$ cat src/rtl/ser2par_rx_if.sv
// Handshake and data bundle between a serial bit source and ser2par_rx.
// The master drives the strobe, data, frame start and ready; the slave returns the word and status.
interface ser2par_rx_if #(
   parameter int unsigned N = 4
);
   logic         en;
   logic         SI;
   logic         start;
   logic         ready;
   logic [N-1:0] q;
   logic         valid;
   logic         busy;
   logic         ovf;

   modport master (
      output en, SI, start, ready,
      input  q, valid, busy, ovf
   );

   modport slave (
      input  en, SI, start, ready,
      output q, valid, busy, ovf
   );
endinterface

$ cat src/rtl/ser2par_rx.sv
// Serial-to-parallel receiver: assembles N LSB-first strobed bits into a held output word,
// with a valid/ready handshake and a sticky overrun flag.
module ser2par_rx #(
   parameter int unsigned N = 4
) (
   input logic         clk,
   input logic         rst,
   ser2par_rx_if.slave bus
);
   localparam int unsigned CW = $clog2(N);
   localparam logic [CW-1:0] LAST = CW'(N - 1);

   typedef enum logic [0:0] {StIdle, StShift} state_e;

   state_e        state_q;
   logic [CW-1:0] cnt_q;
   logic [N-1:0]  sr_q;
   logic [N-1:0]  q_q;
   logic          valid_q;
   logic          ovf_q;
   logic [N-1:0]  word;

   assign word = {bus.SI, sr_q[N-1:1]};

   always_ff @(posedge clk) begin
      if (!rst) begin
         state_q <= StIdle;
         cnt_q   <= '0;
         sr_q    <= '0;
         q_q     <= '0;
         valid_q <= 1'b0;
         ovf_q   <= 1'b0;
      end else begin
         if (valid_q && bus.ready) begin
            valid_q <= 1'b0;
         end
         case (state_q)
            StIdle: begin
               if (bus.start) begin
                  state_q <= StShift;
                  cnt_q   <= '0;
                  sr_q    <= '0;
               end
            end
            StShift: begin
               if (bus.en) begin
                  sr_q <= word;
                  if (cnt_q == LAST) begin
                     state_q <= StIdle;
                     cnt_q   <= '0;
                     // A word that finds the output occupied and not being drained is dropped.
                     if (!valid_q || bus.ready) begin
                        q_q     <= word;
                        valid_q <= 1'b1;
                     end else begin
                        ovf_q <= 1'b1;
                     end
                  end else begin
                     cnt_q <= cnt_q + 1'b1;
                  end
               end
            end
            default: state_q <= StIdle;
         endcase
      end
   end

   assign bus.q     = q_q;
   assign bus.valid = valid_q;
   assign bus.ovf   = ovf_q;
   assign bus.busy  = (state_q == StShift);
endmodule

$ cat src/flat_wrapper.sv
// flat-port wrapper written by rule: the top's interface ports become plain ports
module ser2par_rx_flat 
#(
   parameter int unsigned N = 4
)
  (clk, rst, bus_en, bus_SI, bus_start, bus_ready, bus_q, bus_valid, bus_busy, bus_ovf);
  ser2par_rx_if #(.N(N)) bus_i ();
  input logic clk;
  input logic rst;
  input wire logic [$bits(bus_i.en)-1:0] bus_en;
  input wire logic [$bits(bus_i.SI)-1:0] bus_SI;
  input wire logic [$bits(bus_i.start)-1:0] bus_start;
  input wire logic [$bits(bus_i.ready)-1:0] bus_ready;
  output wire logic [$bits(bus_i.q)-1:0] bus_q;
  output wire logic [$bits(bus_i.valid)-1:0] bus_valid;
  output wire logic [$bits(bus_i.busy)-1:0] bus_busy;
  output wire logic [$bits(bus_i.ovf)-1:0] bus_ovf;
  assign bus_i.en = bus_en;
  assign bus_i.SI = bus_SI;
  assign bus_i.start = bus_start;
  assign bus_i.ready = bus_ready;
  assign bus_q = bus_i.q;
  assign bus_valid = bus_i.valid;
  assign bus_busy = bus_i.busy;
  assign bus_ovf = bus_i.ovf;
  ser2par_rx #(.N(N)) u_core (.clk(clk), .rst(rst), .bus(bus_i));
endmodule
$ cat config.mk
export PLATFORM = sky130hd
export DESIGN_NAME = ser2par_rx_flat
export DESIGN_NICKNAME = d
export VERILOG_FILES = /design/src/rtl/ser2par_rx_if.sv /design/src/rtl/ser2par_rx.sv /design/src/flat_wrapper.sv
export SDC_FILE = /design/constraint.sdc
export NUM_CORES = 1
export LEC_CHECK = 0
export CAP_MARGIN = 25
export CORE_AREA = 10 10 47 49
export DETAILED_ROUTE_END_ITERATION = 8
export DIE_AREA = 0 0 57 59
export GPL_ROUTABILITY_DRIVEN = 1
export MAX_ROUTING_LAYER = met4
export PLACE_DENSITY = 0.62
export SLEW_MARGIN = 20
export SYNTH_ARGS = -nofsm -noshare
export SYNTH_HDL_FRONTEND = slang
export SYNTH_SLANG_ARGS = --single-unit
$ cat constraint.sdc
create_clock -name clk -period 1.4 [get_ports clk]
set_input_delay 0.14 -clock clk [delete_from_list [all_inputs] [get_ports clk]]
set_output_delay 0.14 -clock clk [all_outputs]
set_load 0.02 [all_outputs]
# Word level (Yosys, flattened, before mapping)
# Index checks and enable logic that the tools add are counted.
[totals]
reg_bits = 13
output_inout_bits = 7
[classes]
add_sub_neg = 1
eq_ne = 3
mux = 16
n_bitwise = 2
reduce_logical = 6
[op_table]
columns = ["op", "n"]
rows = [
  ["1-bit two-way mux", 8],
  ["4-bit two-way mux", 2],
  ["4-bit case mux with 2 select lines", 1],
  ["4-bit AND reduction", 2],
  ["2-bit two-way mux", 3],
  ["2-bit != test, second input constant", 2],
  ["2-bit case mux with 2 select lines", 1],
  ["2-bit by 1-bit adder with 2-bit output, second input constant", 1],
  ["2-bit equality test, second input constant", 1],
  ["1-bit inverter", 2],
  ["1-bit case mux with 2 select lines", 1],
  ["2-bit AND reduction", 1],
  ["1-bit logical AND", 1],
  ["1-bit logical NOT", 1],
  ["1-bit logical OR", 1],
]

# Depth between registers and ports, before layout
[logic_depth]
word_depth = 6
mapped_depth = 5
ltp_nobuf = 4

# Least setup slack after synthesis
# No wires, ideal clock.
[synth_timing]
kind = "reg2reg"
start = "reg u_core.state_q, in the netlist u_core.bus.busy"
end = "reg u_core.q_q[0], in the netlist u_core.bus.q[0]"
setup_ps = 72
arrival_time_ps = 1050
setup_slack_ps = 279
path_stages_with_launch = 5
path_buffers = 1
cell_sequence = "dfxtp_1 -> nand3_1 -> nor2b_1 -> buf_4 -> mux2i_1"
[synth_via]
elab_chain_cells = 1
[synth_lines]
columns = ["element", "line_no", "text"]
rows = [
  ["start: declaration", "ser2par_rx.sv:15", "state_e state_q;"],
  ["start signal: assignment", "ser2par_rx.sv:27", "state_q <= StIdle;"],
  ["start signal: assignment", "ser2par_rx.sv:40", "state_q <= StShift;"],
  ["start signal: assignment", "ser2par_rx.sv:49", "state_q <= StIdle;"],
  ["4-bit AND reduction (no source line)", "--", ""],
  ["end signal: assignment", "ser2par_rx.sv:53", "q_q <= word;"],
  ["end: declaration", "ser2par_rx.sv:18", "logic [N-1:0] q_q;"],
]
# Every way passes these cells.
# A chain may end at the register's enable or synchronous reset.

# Worst setup path in the final report
[layout_timing]
start = "reg u_core.q_q[3], in the netlist u_core.bus.q[3]"
end = "out bus_q[3]"
[layout_rtl]
columns = ["element", "line_no", "text"]
rows = [
  ["end: declaration", "flat_wrapper.sv:14", "output wire logic [$bits(bus_i.q)-1:0] bus_q;"],
]
# No word-level cell between the ends.

==> reports/results.txt <==
The flow ran to the end, and the final reports show no timing, DRC or antenna violations. Global routing finished with a remaining overflow of 0. In this run the count of I/O pins placed on the die edge is 13. TritonCTS built the clock tree.

Detailed placement finished with a half-perimeter wire length of 718 um. Cell type of the slowest stage on the worst timing path: sky130_fd_sc_hd__clkdlybuf4s50_1. Clock skew after layout: 0.00896 ns. The fraction of layout instances using a drive strength above 1 came out at 12.7%.

The number of inserted diodes was 0. Counting every instance in the synthesized netlist gives 49. The tools report the multi-input combinational cell area as 230 um2. Of the total power, registers draw 57.1%.

The count of buffer and inverter cells on the critical path was 1; the final instance area was 651 um2. The cell family contributing the most delay on the critical path is buffers and inverters. Summed over all failing endpoints, the final setup total negative slack is 0 ns.

The die boundary width is 57 um. The die covers 3360 um2. The logs give 1 for the number of H-tree branching levels and 2 for the number of gates resized after CTS.

The weighted congestion reported at the end of routability-driven placement was 0.674; the share of total power in the clock network was 34.5%. The post-cts hold buffer count is 0, and the total of buffers placed on input and output ports is 12. Setup repair after global routing left no endpoint under its margin.

The first-pass detailed-route iteration total came out at 2. Counting the fill cells in the layout gives 155. The clock slew seen by the registers of the worst setup and hold paths is 0.06 ns. The tools report the count of final max-slew check failures as 0. Summed over all cells, the static leakage comes to 0.271 nW. The total placed instance area came out at 626 um2.

Measured against its own limit, the worst slew margin works out to 78.2%. Using the TritonRoute via totals, the vias-per-cell ratio works out to 4.86. The internal portion of the total power is 474 uW. The detailed-route wire length per cell is 12.0 um. The final worst setup slack was 0.0446 ns. Reg-to-reg critical path startpoint: u_core.cnt_q[0]. After detailed routing, the number of remaining DRC violations is 0.

Number of buffers on the longest clock path: 2. Counting every net in the synthesized netlist gives 56. The logs give 738 MHz for the timing-limited maximum frequency and 14 for the site row count. The worst setup path is launched from a flop. The synthesized design devotes to its leading area cell type 49.2% of total area.

STA classifies the critical path endpoint as a primary output. Setup violations remaining at the end of the flow were counted as 0. Of all nets on the critical path, the largest fanout is 2. The cell count of the worst reg-to-reg path was 5; the final hold violation count was 0. The biggest area contributor in the post-synthesis netlist is sky130_fd_sc_hd__dfxtp_1. Counting instances, the worst hold path has a depth of 2.

The Yosys step of the flow raised 0 warnings. By area the synthesized netlist is led by sky130_fd_sc_hd__dfxtp_1 (49%), sky130_fd_sc_hd__mux2i_1 (8.2%), sky130_fd_sc_hd__a22oi_1 (7.7%). The total detailed-routing wirelength came out at 946 um.

The required time at the endpoint of the critical path is 1.26 ns, and the switching power is 141 uW. The post-placement worst setup slack came out at 0.101 ns. The later pin in the worst-skew pair is clocked with a latency of 0.28 ns. The CTS sink count was 12. In the global route stage, overall resource usage came out at 6.62%. For this block, the via count after detailed routing is 384. The total core area is 1400 um2. Of the total power, the share spent switching nets is 22.9%. For the number of violations reported at the end of detailed-routing iteration 0, the log shows 7. The cell at the root of the clock tree is sky130_fd_sc_hd__clkbuf_4. In the finished design, the share of the clock period the worst path needs comes to 96.8%. The worst register-to-register path ends at u_core.bus.q[3].

In this design, the stage delay of the slowest critical-path cell is 0.61 ns. The logs give 367 for the number of global-route vias before repair and 1.22 ns for the arrival time reported for the critical path endpoint. For the largest net degree at the start of global routing, the log shows 17.

The signal on the critical path passes through clkdlybuf4s50_1. The logs give 1580 um for the global-route wire length before repair and 0.392 mV for the maximum vdd drop. The synthesized cell area is 488 um2.

The proportion of synthesized chip area in sequential cells was 49.2%. For this configuration, the core starts out at a cell density of 34.8%. The tools report the post-synthesis cell type count as 17. Register cell area after layout: 240 um2.

The max-cap check violation count was 0; the power per unit of standard cell area was 946 nW/um2. For this run, the post-layout net count is 72. Measured on the finished design, the core utilization comes to 46.4%. Compared with the post-synthesis result, the final layout area differs by 33.3%. The worst setup slack for register-to-register paths was 0.19 ns. For the initial antenna violation count, the log shows 0. Dividing the synthesized area by the synthesized cell count gives 9.96 um2.

The min-delay analysis places its worst path in the category reg2reg. The critical path is of the reg2out type. The count of nets left with antenna violations once routing finished came out at 0. TritonCTS created 3 clock buffers. The share of total power dissipated in combinational logic is 8.4%. Buffers added to address setup during post-CTS repair amount to 0. The minimum clock period after layout was 1.36 ns; the transition time of the tightest slew-check pin was 0.321 ns.

Y dimension of the die: 59 um. In this run the most critical hold path is launched from u_core.bus.q[2]. Worst hold endpoint: u_core.bus.q[2]. The total of flip-flops plus latches after synthesis was 12.
## placed cells by master (no fill, tap or decap), types with 2 or more instances in the layout
master,count
sky130_fd_sc_hd__a22oi_1,5
sky130_fd_sc_hd__clkdlybuf4s50_1,8
sky130_fd_sc_hd__dlygate4sd2_1,2
sky130_fd_sc_hd__dfxtp_1,12
sky130_fd_sc_hd__clkbuf_4,3
sky130_fd_sc_hd__nand2_1,8
sky130_fd_sc_hd__nor2b_1,6
sky130_fd_sc_hd__buf_4,2
sky130_fd_sc_hd__dlymetal6s2s_1,2
sky130_fd_sc_hd__mux2i_1,4
sky130_fd_sc_hd__nor2_1,2
## sequential cells by signal (all words and copies together) (netlist names)
| signal | flops |
|---|---|
| u_core.bus.q | 4 |
| u_core.bus.valid | 1 |
| u_core.sr_q | 3 |
| u_core.bus.busy | 1 |
| u_core.bus.ovf | 1 |
| u_core.cnt_q | 2 |
## how the worst max path moves through the flow
| stage | start | to | slack, ns | depth (start not counted) |
|---|---|---|---|---|
| final | u_core.bus.q[3] | bus_q[3] | 0.04 | 1 |
| after global placement | bus_en | u_core.bus.q[3] | 0.10 | 5 |
| after CTS | u_core.bus.q[3] | bus_q[3] | 0.03 | 1 |
| after global routing | u_core.bus.q[3] | bus_q[3] | 0.001 | 1 |
| after floorplan | u_core.bus.busy | u_core.bus.q[0] | 0.28 | 4 |
| after detailed placement | bus_en | u_core.bus.q[3] | 0.10 | 5 |
## layer usage
layer	vias to the layer above	global-route usage, %	part of all wire (%)
met5	-	-	0
met4	0	7.05	4.2
met3	5	4.08	8.8
met2	8	9.15	45
met1	176	5.92	42
li1	195	-	-
## logic make-up (layout without fill, tap and decap cells)
kind of cell	count (synthesis)	after routing	share of synthesized area, %
and+or+nand+nor	19	19	20.8
AOI/OAI and AO/OA	9	9	12.8
muxes	5	5	11.0
DFF	12	12	49.2
buffers and inverters	3	17	3.59
adders and majority gates	1	1	2.56
## per-stage QoR
stage	hold slack, ns	power [mW]	std cells
finish	0.456	0.615	79
global route	0.487	0.650	79
CTS	0.465	0.622	79
detailed placement	0.455	0.413	76
global placement	0.451	0.412	76
floorplan	0.282	0.385	49
## synth_stat cells, drive strengths merged
library cell  instances
nor2b                 6
a21oi                 1
ha                    1
a22oi                 5
o21ai                 1
nand3                 1
o21a                  1
nand2                 8
buf                   3
nor2                  2
mux2i                 5
dfxtp                12
a21boi                1
nand2b                1
and2                  1
## final cells by class
class	count	area share (%)
Timing Repair Buffer	14	21.2
Sequential cell	12	36.9
Clock buffer	3	3.46
Multi-Input combinational cell	34	35.4
Tap cell	16	3.08
## power by group through the flow
stage                     clock, mW  sequential, mW  combinational (mW)
after global placement            0           0.359              0.0532
after CTS                     0.218           0.351              0.0525
after floorplan                   0           0.361              0.0241
after global routing          0.242           0.352              0.0561
after detailed placement          0           0.359              0.0538
final                         0.212           0.351              0.0518
Power figures use the tool's default switching activity.
